**src/rtl/reaction_pkg.sv**
```systemverilog
// Shared types and constants for the reaction timer: FSM states, LFSR seed/taps,
// default saturation value and a BCD increment helper.
package reaction_pkg;

    typedef enum logic [2:0] {
        ST_IDLE,
        ST_WAIT,
        ST_GO,
        ST_DONE,
        ST_EARLY
    } state_t;

    localparam logic [15:0] LFSR_SEED = 16'hACE1;
    // Feedback taps 16,14,13,11 expressed as bit positions 15,13,12,10
    localparam logic [15:0] LFSR_TAPS = 16'hB400;
    localparam int          MAX_MS_DEFAULT = 9999;

    function automatic logic [15:0] bcd_inc(input logic [15:0] v);
        logic [15:0] r;
        logic        c;
        r = v;
        c = 1'b1;
        for (int i = 0; i < 4; i++) begin
            if (c) begin
                if (r[4*i +: 4] == 4'd9) begin
                    r[4*i +: 4] = 4'd0;
                end else begin
                    r[4*i +: 4] = r[4*i +: 4] + 4'd1;
                    c = 1'b0;
                end
            end
        end
        return r;
    endfunction

endpackage

```
**src/rtl/reaction_timer_edge_sync.sv**
```systemverilog
// Two-flop synchronizer plus registered rising-edge pulse; an input already high
// when reset is released must go low once before it can produce a pulse.
module edge_sync (
    input  logic clk,
    input  logic rst,
    input  logic i_raw,
    output logic o_pulse
);

    logic       r_s1;
    logic       r_s2;
    logic       r_prev;
    logic       r_armed;
    logic       r_pulse;
    logic [1:0] r_fill;

    always_ff @(posedge clk) begin
        if (rst) begin
            r_s1    <= 1'b0;
            r_s2    <= 1'b0;
            r_prev  <= 1'b0;
            r_armed <= 1'b0;
            r_pulse <= 1'b0;
            r_fill  <= 2'b00;
        end else begin
            r_s1   <= i_raw;
            r_s2   <= r_s1;
            r_prev <= r_s2;
            r_fill <= {r_fill[0], 1'b1};
            // r_s2 only reflects the real input once both sync stages have refilled
            if (r_fill[1] && !r_s2) begin
                r_armed <= 1'b1;
            end
            r_pulse <= r_s2 & ~r_prev & r_armed;
        end
    end

    assign o_pulse = r_pulse;

endmodule

```
**src/rtl/reaction_timer.sv**
```systemverilog
// Reaction timer: random delay, lamp on, count 1 ms ticks until the reaction press.
// Optional BCD result counter enabled by defining REACTION_TIMER_BCD_EN.
module reaction_timer
    import reaction_pkg::*;
#(
    parameter int DELAY_MIN       = 1000,
    parameter int DELAY_SPAN_BITS = 10,
    parameter int MAX_MS          = MAX_MS_DEFAULT
) (
    input  logic        clk,
    input  logic        rst,
    input  logic        slowclk,
    input  logic        start,
    input  logic        react,
    output logic        led,
    output logic [13:0] time_ms,
    output logic        done,
    output logic        early,
    output logic [15:0] time_bcd
);

    localparam int          DLY_W = $clog2(DELAY_MIN + (1 << DELAY_SPAN_BITS));
    localparam logic [13:0] MAX_T = 14'(MAX_MS);

    logic             w_tick;
    logic             w_start_p;
    logic             w_react_p;
    logic [15:0]      r_lfsr;
    state_t           r_state;
    state_t           w_state_nx;
    logic [DLY_W-1:0] r_delay;
    logic [DLY_W-1:0] w_delay_nx;
    logic [DLY_W-1:0] w_delay_load;
    logic [13:0]      r_time;
    logic [13:0]      w_time_nx;
    logic             r_led;
    logic             w_led_nx;
    logic             r_done;
    logic             w_done_nx;
    logic             r_early;
    logic             w_early_nx;

    edge_sync u_sync_tick  (.clk(clk), .rst(rst), .i_raw(slowclk), .o_pulse(w_tick));
    edge_sync u_sync_start (.clk(clk), .rst(rst), .i_raw(start),   .o_pulse(w_start_p));
    edge_sync u_sync_react (.clk(clk), .rst(rst), .i_raw(react),   .o_pulse(w_react_p));

    always_ff @(posedge clk) begin
        if (rst) begin
            r_lfsr <= LFSR_SEED;
        end else begin
            r_lfsr <= {r_lfsr[14:0], ^(r_lfsr & LFSR_TAPS)};
        end
    end

    assign w_delay_load = DLY_W'(DELAY_MIN) + DLY_W'(r_lfsr[DELAY_SPAN_BITS-1:0]);

    always_ff @(posedge clk) begin
        if (rst) begin
            r_state <= ST_IDLE;
            r_delay <= '0;
            r_time  <= '0;
            r_led   <= 1'b0;
            r_done  <= 1'b0;
            r_early <= 1'b0;
        end else begin
            r_state <= w_state_nx;
            r_delay <= w_delay_nx;
            r_time  <= w_time_nx;
            r_led   <= w_led_nx;
            r_done  <= w_done_nx;
            r_early <= w_early_nx;
        end
    end

    always_comb begin
        w_state_nx = r_state;
        w_delay_nx = r_delay;
        w_time_nx  = r_time;
        w_led_nx   = r_led;
        w_done_nx  = r_done;
        w_early_nx = r_early;
        case (r_state)
            ST_IDLE, ST_DONE, ST_EARLY: begin
                if (w_start_p) begin
                    w_state_nx = ST_WAIT;
                    w_delay_nx = w_delay_load;
                    w_time_nx  = '0;
                    w_led_nx   = 1'b0;
                    w_done_nx  = 1'b0;
                    w_early_nx = 1'b0;
                end
            end
            ST_WAIT: begin
                // A false start beats a lamp-on in the same cycle
                if (w_react_p) begin
                    w_state_nx = ST_EARLY;
                    w_early_nx = 1'b1;
                end else if (w_tick) begin
                    w_delay_nx = r_delay - 1'b1;
                    if (r_delay == DLY_W'(1)) begin
                        w_state_nx = ST_GO;
                        w_led_nx   = 1'b1;
                        w_time_nx  = '0;
                    end
                end
            end
            ST_GO: begin
                if (w_react_p) begin
                    w_state_nx = ST_DONE;
                    w_led_nx   = 1'b0;
                    w_done_nx  = 1'b1;
                end else if (w_tick) begin
                    if (r_time == MAX_T) begin
                        w_state_nx = ST_DONE;
                        w_led_nx   = 1'b0;
                        w_done_nx  = 1'b1;
                    end else begin
                        w_time_nx = r_time + 14'd1;
                    end
                end
            end
            default: w_state_nx = ST_IDLE;
        endcase
    end

`ifdef REACTION_TIMER_BCD_EN
    logic [15:0] r_bcd;

    // time_ms only ever clears to zero or steps by one, so follow those two moves
    always_ff @(posedge clk) begin
        if (rst) begin
            r_bcd <= '0;
        end else if (w_time_nx == '0) begin
            r_bcd <= '0;
        end else if (w_time_nx != r_time) begin
            r_bcd <= bcd_inc(r_bcd);
        end
    end

    assign time_bcd = r_bcd;
`else
    assign time_bcd = 16'd0;
`endif

    assign led     = r_led;
    assign time_ms = r_time;
    assign done    = r_done;
    assign early   = r_early;

endmodule

```
**config.mk**
```make
export PLATFORM = sky130hd
export DESIGN_NAME = reaction_timer
export DESIGN_NICKNAME = d
export VERILOG_FILES = /design/src/rtl/reaction_pkg.sv /design/src/rtl/reaction_timer_edge_sync.sv /design/src/rtl/reaction_timer.sv
export SDC_FILE = /design/constraint.sdc
export NUM_CORES = 1
export LEC_CHECK = 0
export ABC_AREA = 1
export CAP_MARGIN = 20
export CELL_PAD_IN_SITES_DETAIL_PLACEMENT = 0
export CELL_PAD_IN_SITES_GLOBAL_PLACEMENT = 1
export CORE_MARGIN = 3
export CORE_UTILIZATION = 43
export DETAILED_ROUTE_END_ITERATION = 12
export GPL_TIMING_DRIVEN = 0
export PLACE_DENSITY = 0.92
export REMOVE_ABC_BUFFERS = 1
export SLEW_MARGIN = 25
export SYNTH_ARGS = -nofsm -noshare
export SYNTH_HDL_FRONTEND = slang
export SYNTH_SLANG_ARGS = --single-unit
```
**constraint.sdc**
```tcl
create_clock -name clk -period 3.6 [get_ports clk]
set_clock_uncertainty 0.05 [all_clocks]
set_input_delay 0.72 -clock clk [delete_from_list [all_inputs] [get_ports clk]]
set_output_delay 0.72 -clock clk [all_outputs]
set_load 0.01 [all_outputs]
```
==> run_results.csv <==
group,metric,value,unit
run_status,status,"complete, no violations",
timing,min_period,2.24,ns
synth,yosysUniqueCellTypes,33,
setup_path,r2r_start,"r_state[0]$_SDFFE_PP0P_",
setup_path,r2r_slack,1.36,ns
timing,post-route-period-util,0.622,
power_and_ir_drop,p_leak,1.47,nW
drt,vias_per_cell,4.72,
hold_path,min_from,"u_sync_tick.r_prev$_SDFF_PP0_",
grt,antenna_found_initial,0,
hold_path,hold_path_class,"reg2reg",
cells_and_area,drive_gt1_frac,0.103,
setup_path,r2r_cells,7,
grt,grtUsageTotal,0.162,
floorplanning,coreArea,7330,um^2
clocking,clockBufferDepth,2,
grt,grt_overflow,0,
grt,grt_pass1_vias,2565,
placement,port_buffers,21,
setup_path,critPathKind,"reg2reg",
drt,dr.pass1.iters,4,
timing,drv_slew,0,
clocking,clkSinkCount,64,
hold_path,hold_end,"u_sync_tick.o_pulse$_SDFF_PP0_",
floorplanning,die-area,8680,um^2
floorplanning,io_pins,38,
timing,setup_viol,0,
hold_path,holdPathStages,1,
timing,hold_violations,0,
clocking,ctsHoldBuffers,0,
synth,synth.yosys.warnings,0,
grt,grt_max_degree,40,
clocking,cts_setup_buffers,0,
setup_path,crit_fanout,22,
cells_and_area,layout.nets,498,
cells_and_area,fin_area,3670,um^2
clocking,clk-insertion-delay-late,0.34,ns
clocking,numCtsBuffers,9,
drt,drtIter0Drc,130,
placement,hpwlAfterDp,4.65,mm
setup_path,required,3.77,ns
synth,synth_area_per_cell,6.94,um^2
floorplanning,start_util,0.446,
power_and_ir_drop,p_sw_frac,0.398,
power_and_ir_drop,power_density,624,nW/um^2
drt,routed_wl,6.53,mm
cells_and_area,synthToLayoutAreaGrowth,12.4,%
synth,synth_top_area_share,0.392,
grt,grt_first_pass_wirelength,11.4,mm
floorplanning,rows,31,
synth,mappedNetlistArea,3270,um^2
power_and_ir_drop,power_frac_comb,0.368,
cells_and_area,diodes,0,
drt,routedWlPerCell,11.0,um
floorplanning,dieWidth,93.2,um
clocking,cts.repair.resized,0,
clocking,cts_root_buf,"clkbuf_8",
timing,fmax,446,MHz
setup_path,r2r-end,"r_delay[6]$_SDFFE_PP0P_",
clocking,cts_tree,"done",
power_and_ir_drop,p_clk_frac,0.265,
cells_and_area,fillers,745,
setup_path,critical_path_arrival,2.41,ns
clocking,htree_levels,3,
placement,gp_congestion,0.834,
timing,hold_slack,0.338,ns
placement,placed_area,3480,um^2
floorplanning,die_h,93.2,um
power_and_ir_drop,seqPwrFrac,0.367,
synth,synth_seq_area_share,0.392,
synth,ys_seq_elements,64,
drt,vias,2799,
synth,synth_area_leaders,"dfxtp_1, nand2_1, nor2_1",
synth,yosys.area.top_type,"dfxtp_1",
synth,synthCells,471,
power_and_ir_drop,peakVddDrop,0.410,mV
cells_and_area,final_cell_count_no_fill,593,
drt,detail-route-antenna-nets,0,
placement,dpl.cell_count,577,
power_and_ir_drop,power_switching,0.912,mW
setup_path,start_kind,"flop",
power_and_ir_drop,intPower,1.38,mW
clocking,path_clk_slew,0.08,ns
timing,grt_setup_unrepaired,"false",
flow_run,cap_violations,0,
drt,drc_errors,0,
setup_path,worstSetupEndpointType,"flop",
==> stage by stage <==
stage | setup slack [ns] | setup TNS [ns] | util | power (mW)
3_3_place_gp | -0.428 | -3.37 | 0.472 | 1.69
3_5_place_dp | 1.39 | 0 | 0.474 | 1.70
5_1_grt | 1.10 | 0 | 0.501 | 2.47
4_1_cts | 1.37 | 0 | 0.501 | 2.31
6_report | 1.36 | 0 | 0.501 | 2.29
2_1_floorplan | 1.89 | 0 | - | 1.50
==> synthesized netlist by cell type <==
cell      number
a21oi_2        3
clkbuf_1       4
ha_1           4
a21oi_1       36
nor2_2         5
nand2_2        7
o21bai_1       1
nand4_1        8
nor2_1        69
xor2_1         4
clkinv_1       1
buf_4         16
o21a_1         1
conb_1         1
o21ai_0       18
nor2_8         1
inv_2          7
buf_1          2
inv_1         46
nand3_4        1
nand3b_1       6
nand3_2        2
xnor2_1        5
nand2_1       99
buf_2          6
nand3_1       37
buf_6          2
nor4_1         3
o22ai_1        1
or2_2          6
nand2_4        2
nor3_1         3
dfxtp_1       64
==> metal layers <==
metal / vias to the layer above / track usage / share of wire
met5: - / 0 / 0
met4: 0 / 0.0672 / 0.017
met3: 8 / 0.0362 / 0.033
met2: 40 / 0.268 / 0.46
met1: 1252 / 0.204 / 0.49
li1: 1499 / - / -
==> registers in the layout, indices dropped and copies added, names as in the netlist, 3 cells and up <==
signal   count
time_ms     14
r_state      3
r_delay     11
r_lfsr      16
==> cell type report <==
| type | instances | area, um^2 | area share |
|---|---|---|---|
| Clock buffer | 10 | 128 | 0.0347 |
| Clock inverter | 6 | 68.8 | 0.0187 |
| Inverter | 54 | 203 | 0.0552 |
| Multi-Input combinational cell | 338 | 1640 | 0.448 |
| Sequential cell | 64 | 1280 | 0.349 |
| Tap cell | 99 | 124 | 0.0337 |
| Timing Repair Buffer | 22 | 225 | 0.0613 |
==> logic make-up (layout without fill, tap and decap cells) <==
group                    count (synthesis)  count (layout)  share of synthesized area
AO/OA/AOI/OAI                           60              60                     0.0973
adder cells (fa/ha/maj)                  4               4                     0.0153
flip-flops                              64              64                      0.392
XOR/XNOR                                 9               9                     0.0241
other                                    1              16                    0.00115
AND/OR/NAND/NOR                        249             249                      0.348
buffers and inverters                   84              92                      0.122
==> worst max path at each step <==
stage                                  from                 endpoint  cells past startpoint
detailed placement  r_state[2]$_SDFFE_PP0P_  r_delay[6]$_SDFFE_PP0P_                      8
global placement                        rst  time_ms[1]$_SDFFE_PP0P_                      4
CTS                 r_state[0]$_SDFFE_PP0P_  r_delay[4]$_SDFFE_PP0P_                      7
finish              r_state[0]$_SDFFE_PP0P_  r_delay[6]$_SDFFE_PP0P_                      7
floorplan           r_state[2]$_SDFFE_PP0P_  r_delay[4]$_SDFFE_PP0P_                      8
global route        r_state[2]$_SDFFE_PP0P_  r_delay[4]$_SDFFE_PP0P_                      8
==> layout by cell type, fill, tap and decap left out, types with 2 or more instances in the layout <==
master,count
nand3b_1,6
a21oi_1,36
clkbuf_8,9
o21ai_0,18
xor2_1,4
nand2_2,7
clkinv_4,2
nor2_2,5
nor4_1,3
xnor2_1,5
or2_2,6
nor3_1,3
a21oi_2,3
dfxtp_1,64
conb_1,16
nand2_4,2
inv_1,46
nand3_1,37
inv_2,7
ha_1,4
nor2_1,69
clkdlybuf4s50_1,20
nand3_2,2
nand2_1,99
nand4_1,8
==> worst max-delay path, cell delays in order (launching register included) <==
cell and delay [ns]:
dfxtp_1 0.41, nand3_2 0.37, inv_2 0.34, nand2_2 0.13, nand2_1 0.39, inv_2 0.18
o21ai_0 0.19, a21oi_1 0.05
==> power groups by stage <==
stage / sequential, mW / clock [mW] / combinational [mW]
3_5_place_dp: 0.857 / 0 / 0.843
6_report: 0.842 / 0.607 / 0.844
2_1_floorplan: 0.851 / 0 / 0.644
4_1_cts: 0.842 / 0.624 / 0.846
3_3_place_gp: 0.855 / 0 / 0.835
5_1_grt: 0.853 / 0.658 / 0.958
(Power assumes the default switching activity.)
